## src/rtl/pipe_stage_reg_if.sv

```systemverilog
// Handshake bundle for pipe_stage_reg: producer offer, consumer take, and flush.
interface pipe_stage_reg_if #(
  parameter int unsigned WIDTH = 64
);
  logic             in_valid;
  logic             in_ready;
  logic [31:0]      in_pc;
  logic [WIDTH-1:0] in_data;
  logic             flush;
  logic             out_valid;
  logic             out_ready;
  logic [31:0]      out_pc;
  logic [WIDTH-1:0] out_data;
  logic [1:0]       count;

  modport master (
    output in_valid, in_pc, in_data, flush, out_ready,
    input  in_ready, out_valid, out_pc, out_data, count
  );

  modport slave (
    input  in_valid, in_pc, in_data, flush, out_ready,
    output in_ready, out_valid, out_pc, out_data, count
  );
endinterface

```

## src/rtl/pipe_stage_reg.sv

```systemverilog
// Two-entry skid pipeline register with flush; all outputs come straight from flops.
// Optional PIPE_STAGE_REPLAY_PC_EN: flush loads out_pc with in_pc - PC_STEP instead of RESET_PC.
module pipe_stage_reg #(
  parameter int unsigned      WIDTH    = 64,
  parameter logic [WIDTH-1:0] BUBBLE   = '0,
  parameter logic [31:0]      RESET_PC = 32'h8000_0000,
  parameter logic [31:0]      PC_STEP  = 32'd4
) (
  input logic             clk,
  input logic             reset,
  pipe_stage_reg_if.slave bus
);

`ifdef PIPE_STAGE_REPLAY_PC_EN
  localparam bit ReplayEn = 1'b1;
`else
  localparam bit ReplayEn = 1'b0;
`endif

  typedef enum logic [1:0] {
    EMPTY = 2'd0,
    ONE   = 2'd1,
    FULL  = 2'd2
  } stateT;

  stateT            state;
  logic             inReadyQ;
  logic             outValidQ;
  logic [1:0]       countQ;
  logic [31:0]      mainPc;
  logic [WIDTH-1:0] mainData;
  logic [31:0]      skidPc;
  logic [WIDTH-1:0] skidData;

  logic        accept;
  logic        pop;
  logic [31:0] flushPc;

  assign accept  = bus.in_valid & inReadyQ;
  assign pop     = outValidQ & bus.out_ready;
  // Replay target wraps modulo 2^32, so in_pc = 0 yields 32'hFFFF_FFFC.
  assign flushPc = ReplayEn ? (bus.in_pc - PC_STEP) : RESET_PC;

  // NOTE: every register below uses non-blocking assignment so all state updates
  // see pre-edge values; mixing in blocking writes would make skid->main ordering racy.
  always_ff @(posedge clk) begin
    if (reset) begin
      state     <= EMPTY;
      inReadyQ  <= 1'b1;
      outValidQ <= 1'b0;
      countQ    <= 2'd0;
      mainPc    <= RESET_PC;
      // NOTE: the payload registers are reset on purpose: out_data must read BUBBLE
      // straight out of reset, and a cleared skid keeps stale data from ever resurfacing.
      mainData  <= BUBBLE;
      skidPc    <= RESET_PC;
      skidData  <= BUBBLE;
    end else if (bus.flush) begin
      state     <= EMPTY;
      inReadyQ  <= 1'b1;
      outValidQ <= 1'b0;
      countQ    <= 2'd0;
      mainPc    <= flushPc;
      mainData  <= BUBBLE;
      skidData  <= BUBBLE;
    end else begin
      unique case (state)
        EMPTY: begin
          if (accept) begin
            state     <= ONE;
            outValidQ <= 1'b1;
            countQ    <= 2'd1;
            mainPc    <= bus.in_pc;
            mainData  <= bus.in_data;
          end
        end
        ONE: begin
          if (accept && pop) begin
            mainPc   <= bus.in_pc;
            mainData <= bus.in_data;
          end else if (accept) begin
            state    <= FULL;
            inReadyQ <= 1'b0;
            countQ   <= 2'd2;
            skidPc   <= bus.in_pc;
            skidData <= bus.in_data;
          end else if (pop) begin
            // out_pc deliberately keeps the departed entry's PC.
            state     <= EMPTY;
            outValidQ <= 1'b0;
            countQ    <= 2'd0;
            mainData  <= BUBBLE;
          end
        end
        FULL: begin
          if (pop) begin
            state    <= ONE;
            inReadyQ <= 1'b1;
            countQ   <= 2'd1;
            mainPc   <= skidPc;
            mainData <= skidData;
            skidData <= BUBBLE;
          end
        end
        default: state <= EMPTY;
      endcase
    end
  end

  assign bus.in_ready  = inReadyQ;
  assign bus.out_valid = outValidQ;
  assign bus.count     = countQ;
  assign bus.out_pc    = mainPc;
  assign bus.out_data  = mainData;

endmodule

```

## src/flat_wrapper.sv

```systemverilog
// flat-port wrapper written by rule: the top's interface ports become plain ports
module pipe_stage_reg_flat 
#(
  parameter int unsigned      WIDTH    = 64,
  parameter logic [WIDTH-1:0] BUBBLE   = '0,
  parameter logic [31:0]      RESET_PC = 32'h8000_0000,
  parameter logic [31:0]      PC_STEP  = 32'd4
)
  (clk, reset, bus_in_valid, bus_in_pc, bus_in_data, bus_flush, bus_out_ready, bus_in_ready, bus_out_valid, bus_out_pc, bus_out_data, bus_count);
  pipe_stage_reg_if #(.WIDTH(WIDTH)) bus_i ();
  input logic clk;
  input logic reset;
  input wire logic [$bits(bus_i.in_valid)-1:0] bus_in_valid;
  input wire logic [$bits(bus_i.in_pc)-1:0] bus_in_pc;
  input wire logic [$bits(bus_i.in_data)-1:0] bus_in_data;
  input wire logic [$bits(bus_i.flush)-1:0] bus_flush;
  input wire logic [$bits(bus_i.out_ready)-1:0] bus_out_ready;
  output wire logic [$bits(bus_i.in_ready)-1:0] bus_in_ready;
  output wire logic [$bits(bus_i.out_valid)-1:0] bus_out_valid;
  output wire logic [$bits(bus_i.out_pc)-1:0] bus_out_pc;
  output wire logic [$bits(bus_i.out_data)-1:0] bus_out_data;
  output wire logic [$bits(bus_i.count)-1:0] bus_count;
  assign bus_i.in_valid = bus_in_valid;
  assign bus_i.in_pc = bus_in_pc;
  assign bus_i.in_data = bus_in_data;
  assign bus_i.flush = bus_flush;
  assign bus_i.out_ready = bus_out_ready;
  assign bus_in_ready = bus_i.in_ready;
  assign bus_out_valid = bus_i.out_valid;
  assign bus_out_pc = bus_i.out_pc;
  assign bus_out_data = bus_i.out_data;
  assign bus_count = bus_i.count;
  pipe_stage_reg #(.WIDTH(WIDTH), .BUBBLE(BUBBLE), .RESET_PC(RESET_PC), .PC_STEP(PC_STEP)) u_core (.clk(clk), .reset(reset), .bus(bus_i));
endmodule
```

## config.mk

```make
export PLATFORM = sky130hd
export DESIGN_NAME = pipe_stage_reg_flat
export DESIGN_NICKNAME = d
export VERILOG_FILES = /design/src/rtl/pipe_stage_reg_if.sv /design/src/rtl/pipe_stage_reg.sv /design/src/flat_wrapper.sv
export SDC_FILE = /design/constraint.sdc
export NUM_CORES = 1
export LEC_CHECK = 0
export ABC_AREA = 1
export ABC_CLOCK_PERIOD_IN_PS = 4600
export CAP_MARGIN = 20
export CORE_ASPECT_RATIO = 0.7
export CORE_UTILIZATION = 45
export CTS_BUF_LIST = sky130_fd_sc_hd__clkbuf_4 sky130_fd_sc_hd__clkbuf_8
export DETAILED_ROUTE_END_ITERATION = 10
export GPL_TIMING_DRIVEN = 0
export PLACE_DENSITY = 0.79
export REMOVE_ABC_BUFFERS = 1
export SLEW_MARGIN = 40
export SYNTH_ARGS = -nofsm -noshare
export SYNTH_HDL_FRONTEND = slang
export SYNTH_SLANG_ARGS = --single-unit
```

## constraint.sdc

```tcl
create_clock -name clk -period 4.6 [get_ports clk]
set_clock_uncertainty 0.2 [all_clocks]
set_input_delay 0.46 -clock clk [delete_from_list [all_inputs] [get_ports clk]]
set_output_delay 0.46 -clock clk [all_outputs]
set_load 0.02 [all_outputs]
```

[Word level (Yosys, flattened, before mapping)]
Index checks and enable logic that the tools add are counted.
Cells by class
  equality and inequality tests: 12
  multiplexer cells: 28
  bitwise operators: 4
  reduce and logical (&&, ||, !) cells: 13
Operators with widths (count)
  $mux W64: 6
  $pmux W64 S3: 1
  $pmux W64 S2: 1
  $mux W32: 3
  $pmux W32 S3: 1
  $reduce_and A4 Y1: 4
  $reduce_and A5 Y1: 3
  $pmux W2 S3: 2
  $mux W2: 5
  $ne A2 B1 Y1 const B: 5
  $mux W1: 7
  $ne A3 B1 Y1 const B: 2
  $ne A2 B2 Y1 const B: 2
  $pmux W1 S2: 2
  $reduce_bool A2 Y1: 2
  $ne A3 B3 Y1 const B: 1
  $reduce_bool A3 Y1: 1
  $and A1 B1 Y1: 2
  $eq A2 B1 Y1 const B: 1
  $eq A2 B2 Y1 const B: 1
  $logic_not A2 Y1: 1
  $not A1 Y1: 2
  $reduce_or A2 Y1: 1
  $logic_and A1 B1 Y1: 1
Storage, ports and cells
  register bits: 198
  input bits: 101
  output and inout bits: 100
  logic and storage cells: 65

[Longest topological paths before layout]
  word-level depth: 5
  mapped depth: 10
  mapped depth without buffers: 9

[Least setup slack after synthesis]
Ideal clock, no wire load.
  path kind: flip-flop to flip-flop
  start: reg u_core.state[0]
  end: reg u_core.skidData[50]
  setup time: 0.071 ns
  data arrival time: 1.558 ns
  required time: 4.329 ns
  setup slack: 2.771 ns
  cell stages (with the launch flop): 8
  path buffers: 2
  clock period less this slack: 1.829 ns
  cells stage by stage: dfxtp_1 -> inv_1 -> ha_1 -> buf_4 -> nor3_4 -> buf_6 -> nand2_1 -> a21oi_2
On the way
  cells in the longest elaborated chain, start to end: 3
  elaborated cells on any way between the ends: 8
  those cells by class: eq/ne (5); mux (1); reduce/logical (2)
RTL lines
  start, declared: RTL line pipe_stage_reg.sv:26  | stateT state;
  start signal, assigned: RTL line pipe_stage_reg.sv:48  | state <= EMPTY;
  start signal, assigned: RTL line pipe_stage_reg.sv:59  | state <= EMPTY;
  start signal, assigned: RTL line pipe_stage_reg.sv:70  | state <= ONE;
  $eq A2 B1 Y1 or $eq A2 B2 Y1 (tied branches): RTL line pipe_stage_reg.sv:67  | unique case (state)
  $ne A2 B1 Y1 (no source line) (tied with other cells)
  $reduce_and A4 Y1 (no source line)
  end signal, assigned: RTL line pipe_stage_reg.sv:86  | skidData <= bus.in_data;
  end, declared: RTL line pipe_stage_reg.sv:33  | logic [WIDTH-1:0] skidData;
Parallel ways exist; a longest one is shown, timed or not.
A chain may end at the register's enable or synchronous reset.

[Worst setup path after layout]
  start: reg u_core.state[1]
  end: reg u_core.mainPc[28], in the netlist u_core.bus.out_pc[28]
On the way
  cells in the longest elaborated chain, start to end: 3
  elaborated cells on any way between the ends: 9
  those cells by class: eq/ne (5); mux (1); reduce/logical (3)
RTL lines
  $eq A2 B2 Y1 (tied with other cells): RTL line pipe_stage_reg.sv:67
  $ne A2 B1 Y1 (no source line) or $reduce_bool A3 Y1 (tied branches)
  $reduce_and A4 Y1 (no source line)
  end signal, assigned: RTL line pipe_stage_reg.sv:63  | mainPc <= flushPc;
  end signal, assigned: RTL line pipe_stage_reg.sv:73  | mainPc <= bus.in_pc;
  end signal, assigned: RTL line pipe_stage_reg.sv:79  | mainPc <= bus.in_pc;
  end, declared: RTL line pipe_stage_reg.sv:30  | logic [31:0] mainPc;
Parallel ways exist; a longest one is shown, timed or not.

==> metrics <==
initial antenna violation count 0; grt peak-use layer met2; sequential share of the synthesized area 49.29%; Worst Path Arrival 2.91 ns; met1 usage 33.89%; DIE AREA 18420 sq um; clock latency on the worst-skew pair 0.47 ns; FF-to-FF path depth 10; Sequential Area 3964 sq um; class of the worst hold path flop to flop; CTS tree done; most frequent cells in the layout nand2_1, clkdlybuf4s50_1, dfxtp_1; routed len/inst 15.09 um; Final Max Tran Viols 0; DP HPWL 14300 um; worst hold path depth 2; die height 113.8 um; core area 17320 sq um; Synth top area share 49.29%; pin count of the biggest net entering global routing 65; vias in the first global route 7141; final setup fails 0; Routed WL 21960 um; via count 7508; filler cell count 1508; Tmin final 2.742 ns; area of the multi-input gates 3665 sq um; Area Growth Syn to Fin 33.22%; Congestion Overflow GR 0; Gate Count Post-Synth 1048; crit path kind flop to flop; Crit-path slowest cell dfxtp_1; initial core utilization 46.44%; worst reg2reg path endpoint u_core.bus.out_pc[28]; Clock Pin Slew Worst Setup and Hold Paths 0.10 ns; Pleak 4.062 nW; final core area utilization 61.86%; Max-cap violations 0; Synth warnings 0; first-pass GRT wire length 35990 um; Fin. Hold Viols 0; fin crit share 59.61%; Final Net Count 1316; number of DRC markers in iteration 0 632; status complete, no violations; fmax 364.7 MHz; gpl congestion 0.7869; post-synth top area cell dfxtp_1; drt drc 0; commonest non-fill, non-tap cell in the layout nand2_1; I/O pin cnt 201; Critical R2R Launch u_core.state[1]; sink of the worst hold path u_core.bus.out_valid; Worst setup EP type flop; PortBufs 200; clk sinks 198; CP bufs+invs 3; overall routing resource usage 24.45%; Post-CTS Hold Buffers 0; layout cell share with drive strength beyond 1 7.680%; WP data required 4.76 ns; crit-path max cell delay 0.43 ns; Synth area leaders dfxtp_1, nand2_1, a21oi_1; post-synth cell types 26; Detail Route Antenna Nets 0; DR vias/cell 5.160; Post-CTS Setup Repair Bufs 0; Diodes inserted 0; maximum clock path buffer count 2; hold path start u_core.bus.out_valid; #FFs+latches synth 198; Crit path top cell by count nand2_1; Worst slew margin 48.47%; chip width 161.8 um; FF-to-FF setup slack 1.86 ns; Site Rows 40; GR Layer Usage met2 37.88%; CTS root buf clkbuf_8; Critical Path Fanout Max 27; VDD IR max 0.0002132 V; PwrDens 339.3 nW/um^2; synthesized area per cell 7.673 sq um; post_cts resized 0; Worst setup SP type flop; hold_ws 0.2665 ns; drt pass-1 iters 5; family with the most delay on the worst path simple AND/OR/NAND/NOR gates; global-route met3 utilization 5.273%; total CTS buffers 17; worst-margin pin slew 0.7729 ns; synthesized area 8041 sq um; H-tree Lvls 4; RSZ-0062 raised after global routing false; cell-by-cell trace of the critical path inv_1, ha_1, o21ai_1, nand2_4, nor2_4, buf_16, buf_8, nand2_1, nand2_1, nor2_1
==> worst reg2reg max path: stages (launching register included) <==
cell and delay, ns:
dfxtp_1 0.43, inv_1 0.10, ha_1 0.28, o21ai_1 0.31, nand2_4 0.29, nor2_4 0.43, buf_16 0.22, buf_8 0.21
nand2_1 0.08, nand2_1 0.06, nor2_1 0.04
==> sequential cells by signal, indices dropped and copies added, names as in the netlist <==
signal	count
u_core.bus.count	2
u_core.skidPc	32
u_core.bus.out_data	64
u_core.bus.out_pc	32
u_core.state	2
u_core.skidData	64
u_core.bus.in_ready	1
u_core.bus.out_valid	1
==> where the power goes <==
group | switching (mW) | internal (mW)
Combinational | 0.352 | 0.281
Clock | 0.657 | 0.531
Sequential | 0.0347 | 1.78
Total | 1.04 | 2.59
==> cell families after synthesis <==
group,synth area share (%)
and+or+nand+nor,20.79
adders and majority gates,0.6224
muxes,3.859
AOI/OAI and AO/OA,19.70
DFF,49.29
buffers and inverters,5.741
==> routing by layer <==
layer	up-vias	part of all wire (%)	routed length [um]
li1	3754	-	-
met1	3506	48	10480
met2	231	45	9924
met3	17	6.0	1324
met4	0	1.0	230
met5	-	0	0
==> area by class of cell <==
class | count | share of cell area [%]
clock buffer | 19 | 2.441
sequential | 198 | 37.00
multi-input combinational | 760 | 34.21
inverter | 16 | 0.6307
tap | 231 | 2.698
timing repair buffer | 218 | 21.50
clock inverter | 13 | 1.518
==> cells in the mapped netlist (all sizes together) <==
cell type,count
a21oi,197
buf,56
clkbuf,18
clkinv,1
dfxtp,198
ha,4
inv,15
mux2i,31
nand2,286
nand3,7
nor2,135
nor3,2
o211ai,1
o21ai,97
==> through the flow <==
stage          instance area [sq um]  instances  setup slack, ns  power, mW  TNS [ns]
6_report                       10710       1455            1.858      3.635         0
2_1_floorplan                   7640        974           0.4734      2.158         0
3_3_place_gp                    9931       1405           -3.263      2.448   -271.90
4_1_cts                        10710       1455            1.874      3.662         0
3_5_place_dp                   10290       1423            1.643      2.482         0
5_1_grt                        10710       1455            1.675      3.800         0
==> worst max-delay path by stage <==
stage	start	endpoint	slack, ns	depth (start not counted)
after global routing	u_core.state[1]	u_core.bus.out_pc[13]	1.68	10
after detailed placement	bus_out_ready	u_core.bus.out_pc[24]	1.64	10
after global placement	bus_flush	u_core.state[1]	-3.26	4
after floorplan	bus_flush	u_core.bus.count[1]	0.47	3
after CTS	u_core.state[1]	u_core.bus.out_pc[28]	1.87	10
final	u_core.state[1]	u_core.bus.out_pc[28]	1.86	10
(Power assumes the default switching activity.)
